==> src/rtl/cbm2_slot_sequencer.sv <==
// Bus slot sequencer: free-running frame position counter with per-slot
// strobes, a refresh period counter and refresh-aligned pause handling.
module cbm2_slot_sequencer #(
   parameter int SLOTS    = 4,
   parameter int SLOT_LEN = 4,
   parameter int TAIL_LEN = 2,
   parameter int RFSH_DIV = 8,
   localparam int SW = $clog2(SLOTS + 1),
   localparam int UW = $clog2(SLOT_LEN),
   localparam int RW = (RFSH_DIV > 1) ? $clog2(RFSH_DIV) : 1,
   localparam int TW = (TAIL_LEN > 1) ? $clog2(TAIL_LEN) : 1
) (
   input  logic             clk_sys,
   input  logic             reset,
   input  logic             long_frame,
   input  logic             pause,
   input  logic [SLOTS-1:0] slot_en,
   input  logic [SLOTS-1:0] slot_fast,
   output logic [SW-1:0]    slot,
   output logic [UW-1:0]    sub,
   output logic             phase,
   output logic             slot_active,
   output logic             slot_first,
   output logic             slot_last,
   output logic             slot_after,
   output logic             frame_end,
   output logic             refresh,
   output logic [RW-1:0]    rfsh_index,
   output logic             pause_out
);

   logic [SW-1:0] slot_cnt, nxt_slot;
   logic [UW-1:0] sub_cnt, nxt_sub;
   logic [TW-1:0] tail_cnt, nxt_tail;
   logic          long_q, nxt_long;
   logic          sys_enable, nxt_en;
   logic          sel_en, sel_fast;
   logic [RW-1:0] nxt_rfsh;

   // Frame_end is registered, so it is predicted from the next position.
   function automatic logic is_end(input logic [SW-1:0] s, input logic [UW-1:0] u,
                                   input logic [TW-1:0] t, input logic lg);
      if (lg && (TAIL_LEN > 0))
         return (int'(s) == SLOTS) && (int'(t) == TAIL_LEN - 1);
      return (int'(s) == SLOTS - 1) && (int'(u) == SLOT_LEN - 1);
   endfunction

   always_comb begin
      nxt_slot = slot_cnt;
      nxt_sub  = sub_cnt;
      nxt_tail = tail_cnt;
      if (frame_end) begin
         nxt_slot = '0;
         nxt_sub  = '0;
         nxt_tail = '0;
      end else if (int'(slot_cnt) == SLOTS) begin
         nxt_tail = tail_cnt + 1'b1;
      end else if (int'(sub_cnt) == SLOT_LEN - 1) begin
         nxt_sub  = '0;
         nxt_slot = slot_cnt + 1'b1;
      end else begin
         nxt_sub = sub_cnt + 1'b1;
      end
      nxt_long = frame_end ? long_frame : long_q;
      nxt_en   = (frame_end && (rfsh_index == '0)) ? ~pause : sys_enable;
      nxt_rfsh = (int'(rfsh_index) == RFSH_DIV - 1) ? '0 : rfsh_index + 1'b1;
   end

   // Slot 0 is given up during the second frame of every refresh period.
   always_comb begin
      sel_en   = 1'b0;
      sel_fast = 1'b0;
      for (int i = 0; i < SLOTS; i++) begin
         if (int'(slot_cnt) == i) begin
            sel_en   = slot_en[i];
            sel_fast = slot_fast[i];
         end
      end
      slot_active = sys_enable && sel_en && (sel_fast || phase)
                    && !((slot_cnt == '0) && (int'(rfsh_index) == 1));
      slot_first  = slot_active && (sub_cnt == '0);
      slot_last   = slot_active && (int'(sub_cnt) == SLOT_LEN - 1);
   end

   always_ff @(posedge clk_sys or posedge reset) begin
      if (reset) begin
         slot_cnt   <= '0;
         sub_cnt    <= '0;
         tail_cnt   <= '0;
         long_q     <= 1'b0;
         sys_enable <= 1'b0;
         pause_out  <= 1'b1;
         slot       <= '0;
         sub        <= '0;
         frame_end  <= 1'b0;
         slot_after <= 1'b0;
         refresh    <= 1'b0;
         phase      <= 1'b0;
         rfsh_index <= '0;
      end else begin
         slot_cnt   <= nxt_slot;
         sub_cnt    <= nxt_sub;
         tail_cnt   <= nxt_tail;
         long_q     <= nxt_long;
         sys_enable <= nxt_en;
         pause_out  <= ~nxt_en;
         slot       <= nxt_en ? nxt_slot : '0;
         sub        <= nxt_en ? nxt_sub : '0;
         frame_end  <= is_end(nxt_slot, nxt_sub, nxt_tail, nxt_long);
         slot_after <= slot_last;
         refresh    <= frame_end && (rfsh_index == '0);
         if (frame_end) begin
            phase      <= ~phase;
            rfsh_index <= nxt_rfsh;
         end
      end
   end

endmodule

==> config.mk <==
export PLATFORM = sky130hd
export DESIGN_NAME = cbm2_slot_sequencer
export DESIGN_NICKNAME = d
export VERILOG_FILES = /design/src/rtl/cbm2_slot_sequencer.sv
export SDC_FILE = /design/constraint.sdc
export NUM_CORES = 1
export LEC_CHECK = 0
export ABC_CLOCK_PERIOD_IN_PS = 1700
export BUFFER_PORTS_ARGS = -buffer_cell sky130_fd_sc_hd__buf_2
export CAP_MARGIN = 10
export CORE_MARGIN = 2
export CORE_UTILIZATION = 50
export CTS_CLUSTER_SIZE = 25
export DETAILED_ROUTE_END_ITERATION = 6
export PLACE_DENSITY = 0.75
export SYNTH_ARGS = -nofsm -noshare
export SYNTH_HDL_FRONTEND = slang
export SYNTH_SLANG_ARGS = --single-unit
==> constraint.sdc <==
create_clock -name clk_sys -period 1.7 [get_ports clk_sys]
set_input_delay 0.255 -clock clk_sys [delete_from_list [all_inputs] [get_ports clk_sys]]
set_output_delay 0.255 -clock clk_sys [all_outputs]
set_load 0.01 [all_outputs]
==> After elaboration in Yosys (flattened, before gate mapping) <==
Cells that the tools add are included.
{ "totals": {"register_bits": 21, "input_bits": 12, "out_inout_bits": 16, "elab_cells": 69} }
{ "classes": {"add_sub_neg": 4, "eq_ne": 10, "mux": 24, "bitwise": 3, "reduce_logical": 15} }
{ "ops": {"columns": ["operator", "count"], "rows": [
  ["$eq A3 B3 Y1 const B", 5],
  ["$mux W1", 15],
  ["$mux W3", 5],
  ["$logic_and A1 B1 Y1", 9],
  ["$logic_not A3 Y1", 3],
  ["$mux W2", 4],
  ["$add A3 B1 Y3 const B", 2],
  ["$eq A3 B2 Y1 const B", 2],
  ["$eq A2 B1 Y1 const B", 2],
  ["$eq A3 B1 Y1 const B", 1],
  ["$not A1 Y1", 3],
  ["$add A2 B1 Y2 const B", 1],
  ["$logic_not A2 Y1", 1],
  ["$add A1 B1 Y1 const B", 1],
  ["$logic_not A1 Y1", 1],
  ["$logic_or A1 B1 Y1", 1]
]} }

==> Depth between registers and ports, before layout <==
{ "depth": {"ltp_word": 9, "mapped_depth": 6, "depth_no_buf": 6} }

==> Worst setup path after synthesis <==
OpenSTA, ideal clock, no wires.
{ "synth_path": {"path_type": "register -> output", "startpoint": "register slot_cnt[0]", "endpoint": "output slot_last", "arrival_time_ns": 1.428, "t_required_ns": 1.445, "slack_ns": 0.017, "stages_incl_launch_ff": 7, "n_path_buf": 0, "path_cell_list": "dfrtp_1 -> inv_1 -> ha_1 -> and4bb_2 -> a211oi_2 -> nand2_1 -> nor2_1"} }
{ "synth_between": {"elab_chain_len": 9, "word_cells_on_any_way": 20, "cone_classes": "eq/ne: 3; mux: 8; reduce/logical: 9"} }
{ "synth_rtl": {"columns": ["item", "line", "text"], "rows": [
  ["start: declaration", "32", "logic [SW-1:0] slot_cnt, nxt_slot;"],
  ["start signal: assignment", "101", "slot_cnt <= nxt_slot;"],
  ["$logic_not A3 Y1", "74", "if (int'(slot_cnt) == i) begin"],
  ["$mux W1 (4 in a row)", "74", null],
  ["$logic_and A1 B1 Y1 or $logic_or A1 B1 Y1 (tied branches)", "79", "slot_active = sys_enable && sel_en && (sel_fast || phase)"],
  ["$logic_and A1 B1 Y1", "79", null],
  ["$logic_and A1 B1 Y1 (*)", "80", "&& !((slot_cnt == '0) && (int'(rfsh_index) == 1));"],
  ["$logic_and A1 B1 Y1 (*)", "82", "slot_last = slot_active && (int'(sub_cnt) == SLOT_LEN - 1);"],
  ["end: declaration", "24", "output logic slot_last,"]
]} }
Every way passes the cells marked *; elsewhere a longest branch is shown, timed or not.

==> Worst setup path after layout <==
{ "layout_path": {"startpoint": "register slot_cnt[1]", "endpoint": "output slot_last"} }
Same word-level chain as after synthesis.

==> flow_summary.ini <==
[placed_design]
port-buffer-count = 27
post-dp-hpwl_mm = 1.65
post-place-cells = 165
gp_congestion = 0.763

[critical_path]
start_kind = flip-flop
end_kind = output pin
reg2reg_to = frame_end$_DFF_PP0_
critPathRequiredTime_ns = 1.44
cp.arrival_ns = 1.80
rr_worst_depth = 7
crit_path_max_fanout = 4
crit_type = reg2out
r2r_slack_ns = 0.08
r2r-start = slot_cnt[1]$_DFF_PP0_

[power]
vdd_drop_max_mv = 1.09
power.leakage_nw = 0.776
cellPowerDensity_nw_per_um2 = 1940
power.total_mw = 2.84

[cells_and_area]
area_growth_pct = 37.6
antennaDiodeCount = 0
layout_common_cells = buf_2 (27), dfrtp_1 (20), buf_4 (15)
drive_gt1_share_pct = 45.0
final_common_cell = buf_2
instances_no_fill = 176
nets = 173

[sta]
fin_worst_skew_ns = 0.00372
min_period_ns = 2.05
maxSlewViolCount = 0
worst_slack_ns = -0.351
period_share_pct = 121
clock.fmax_mhz = 488
slew_headroom_pct = 72.7
grt_setup_unrepaired = yes
setup_violations = 3
tns_ns = -1.02
finalHoldViolations = 0
worst_slew_pin_slew_ns = 0.406

[floorplan]
initial_core_util_pct = 53.7
core_area_um2 = 1980
dieArea_um2 = 2510
die_y_um = 50.1
io_pins = 28
die_x_um = 50.1
rows = 16

[routing]
finalWirelength_mm = 2.49
vias = 897
ant_nets = 0
routed_wire_length_per_instance_um = 14.1
post-route-drc-count = 0
drt_iter0_drc = 13
dr.pass1.iters = 4
via_per_inst = 5.10

[synthesis]
syn-instance-count = 103
synth.cell_area_um2 = 1060
synth_cell_types = 30
ys_seq_area_share_pct = 49.5
ys_warn_count = 0
synth_seq_cells = 21
syn_nets = 126
syn_area_per_cell_um2 = 10.3

[cts]
path_clk_slew_ns = 0.13
clk_path_buf_depth = 2
cts_tree = done
h-tree-depth = 1
cts_root_buffer = clkbuf_4
insertion_delay_ns = 0.30
cts-buffers-inserted = 3
clock-sinks = 21

[outcome]
status = finished, violations left
violations = setup timing

[global_route]
grt_max_degree = 22
track_usage_pct = 20.9
gr-total-overflow = 0
grt_antenna_before_repair = 0
grt_pass1_wl_mm = 3.89
grt_pass1_vias = 879

[min_path]
whs_endpoint = long_q$_DFF_PP0_
min_from = long_frame
hold_depth = 3
min_path_type = in2reg

[job]
max-cap-violations = 0
==> timing repair <==
| item | 4_1_cts | 5_1_grt |
|---|---|---|
| buffers inserted | 4 | 2 |
| setup endpoints to repair | 3 | 4 |
| hold buffers | 1 | 0 |
| pin swaps | 4 | 5 |
| hold endpoints to repair | 20 | 0 |
| resized for setup | 8 | 13 |
==> routing by layer <==
metal	global-route usage, %	up-vias	share of wire, %
li1	-	429	-
met1	25.0	423	41
met2	36.0	35	51
met5	0	-	0
met3	4.85	10	5.7
met4	7.87	0	2.7
==> sequential cells by signal (all words and copies together), names as in the netlist <==
signal      count
frame_end       1
long_q          1
pause_out       1
phase           1
refresh         1
rfsh_index      3
slot            3
slot_after      1
slot_cnt        3
sub             2
sub_cnt         2
sys_enable      1
tail_cnt        1
==> Yosys cell counts <==
cell      instances  area share, %
a211oi_2          1            1.2
a21boi_2          1            1.1
a21o_1            2            1.4
a21oi_1           2           0.94
a31oi_1           2            1.2
and4bb_2          1            1.2
buf_1             1           0.35
buf_2             1           0.47
dfrtp_1          20             47
dfstp_2           1            2.5
ha_1             11             13
inv_1            14            4.9
mux2_2            1            1.1
mux2i_1           3            2.8
nand2_1           8            2.8
nand3b_1          1           0.71
nand4_1           1           0.59
nor2_1           11            3.9
nor2b_1           1           0.59
nor3_1            5            2.4
nor3b_1           1           0.71
nor4_2            1            1.2
o211ai_1          1           0.71
o21ai_0           5            2.4
o21bai_1          1           0.71
o22ai_1           1           0.59
or2b_1            1           0.71
or3_1             1           0.59
xnor2_1           1           0.82
xor2_1            2            1.6
==> power by group <==
| part | internal [mW] | total [mW] | leakage [nW] | switching, mW |
|---|---|---|---|---|
| Clock | 0.0895 | 0.249 | 0.0139 | 0.159 |
| Combinational | 0.811 | 1.70 | 0.498 | 0.891 |
| Sequential | 0.731 | 0.887 | 0.264 | 0.156 |
==> worst max-delay path, stage by stage (launching register included) <==
cell and delay, ns:
dfrtp_1 0.44, inv_2 0.07, buf_4 0.14, ha_4 0.17, a21oi_2 0.15, o21ai_2 0.09
a31oi_4 0.21, nor2_2 0.08, buf_2 0.14
==> cells by family after synthesis <==
| logic type | count (synthesis) | share of synthesized area [%] |
|---|---|---|
| multiplexers | 4 | 3.88 |
| adder cells (fa/ha/maj) | 11 | 12.9 |
| XOR/XNOR | 3 | 2.47 |
| AO/OA/AOI/OAI | 16 | 10.1 |
| AND/OR/NAND/NOR | 32 | 15.3 |
| flip-flops | 21 | 49.5 |
| buffers and inverters | 16 | 5.76 |
==> layout make-up <==
| cell class | count | area [um^2] |
|---|---|---|
| clock buffer | 3 | 22.5 |
| fill | 141 | 518 |
| clock inverter | 1 | 7.51 |
| inverter | 14 | 52.6 |
| sequential | 21 | 527 |
| multi-input combinational | 66 | 552 |
| timing repair buffer | 44 | 269 |
| tap | 27 | 33.8 |
==> stage by stage <==
step / util, % / worst slack (ns) / cell area [um^2] / hold slack (ns)
finish: 73.9 / -0.351 / 1460 / 0.149
global route: 73.9 / -0.442 / 1460 / 0.171
CTS: 70.3 / -0.320 / 1390 / 0.159
detailed placement: 65.5 / -0.0495 / 1300 / 0.296
global placement: 65.5 / 0.0193 / 1300 / 0.292
floorplan: - / 0.0172 / 1060 / 0.231
==> worst max path at each step <==
stage                                from        end  depth (start not counted)
CTS                 slot_cnt[1]$_DFF_PP0_  slot_last                          7
detailed placement  slot_cnt[0]$_DFF_PP0_  slot_last                          7
global route        slot_cnt[1]$_DFF_PP0_  slot_last                          8
global placement    slot_cnt[0]$_DFF_PP0_  slot_last                          7
floorplan           slot_cnt[0]$_DFF_PP0_  slot_last                          6
finish              slot_cnt[1]$_DFF_PP0_  slot_last                          8
Power figures use the tool's default switching activity.
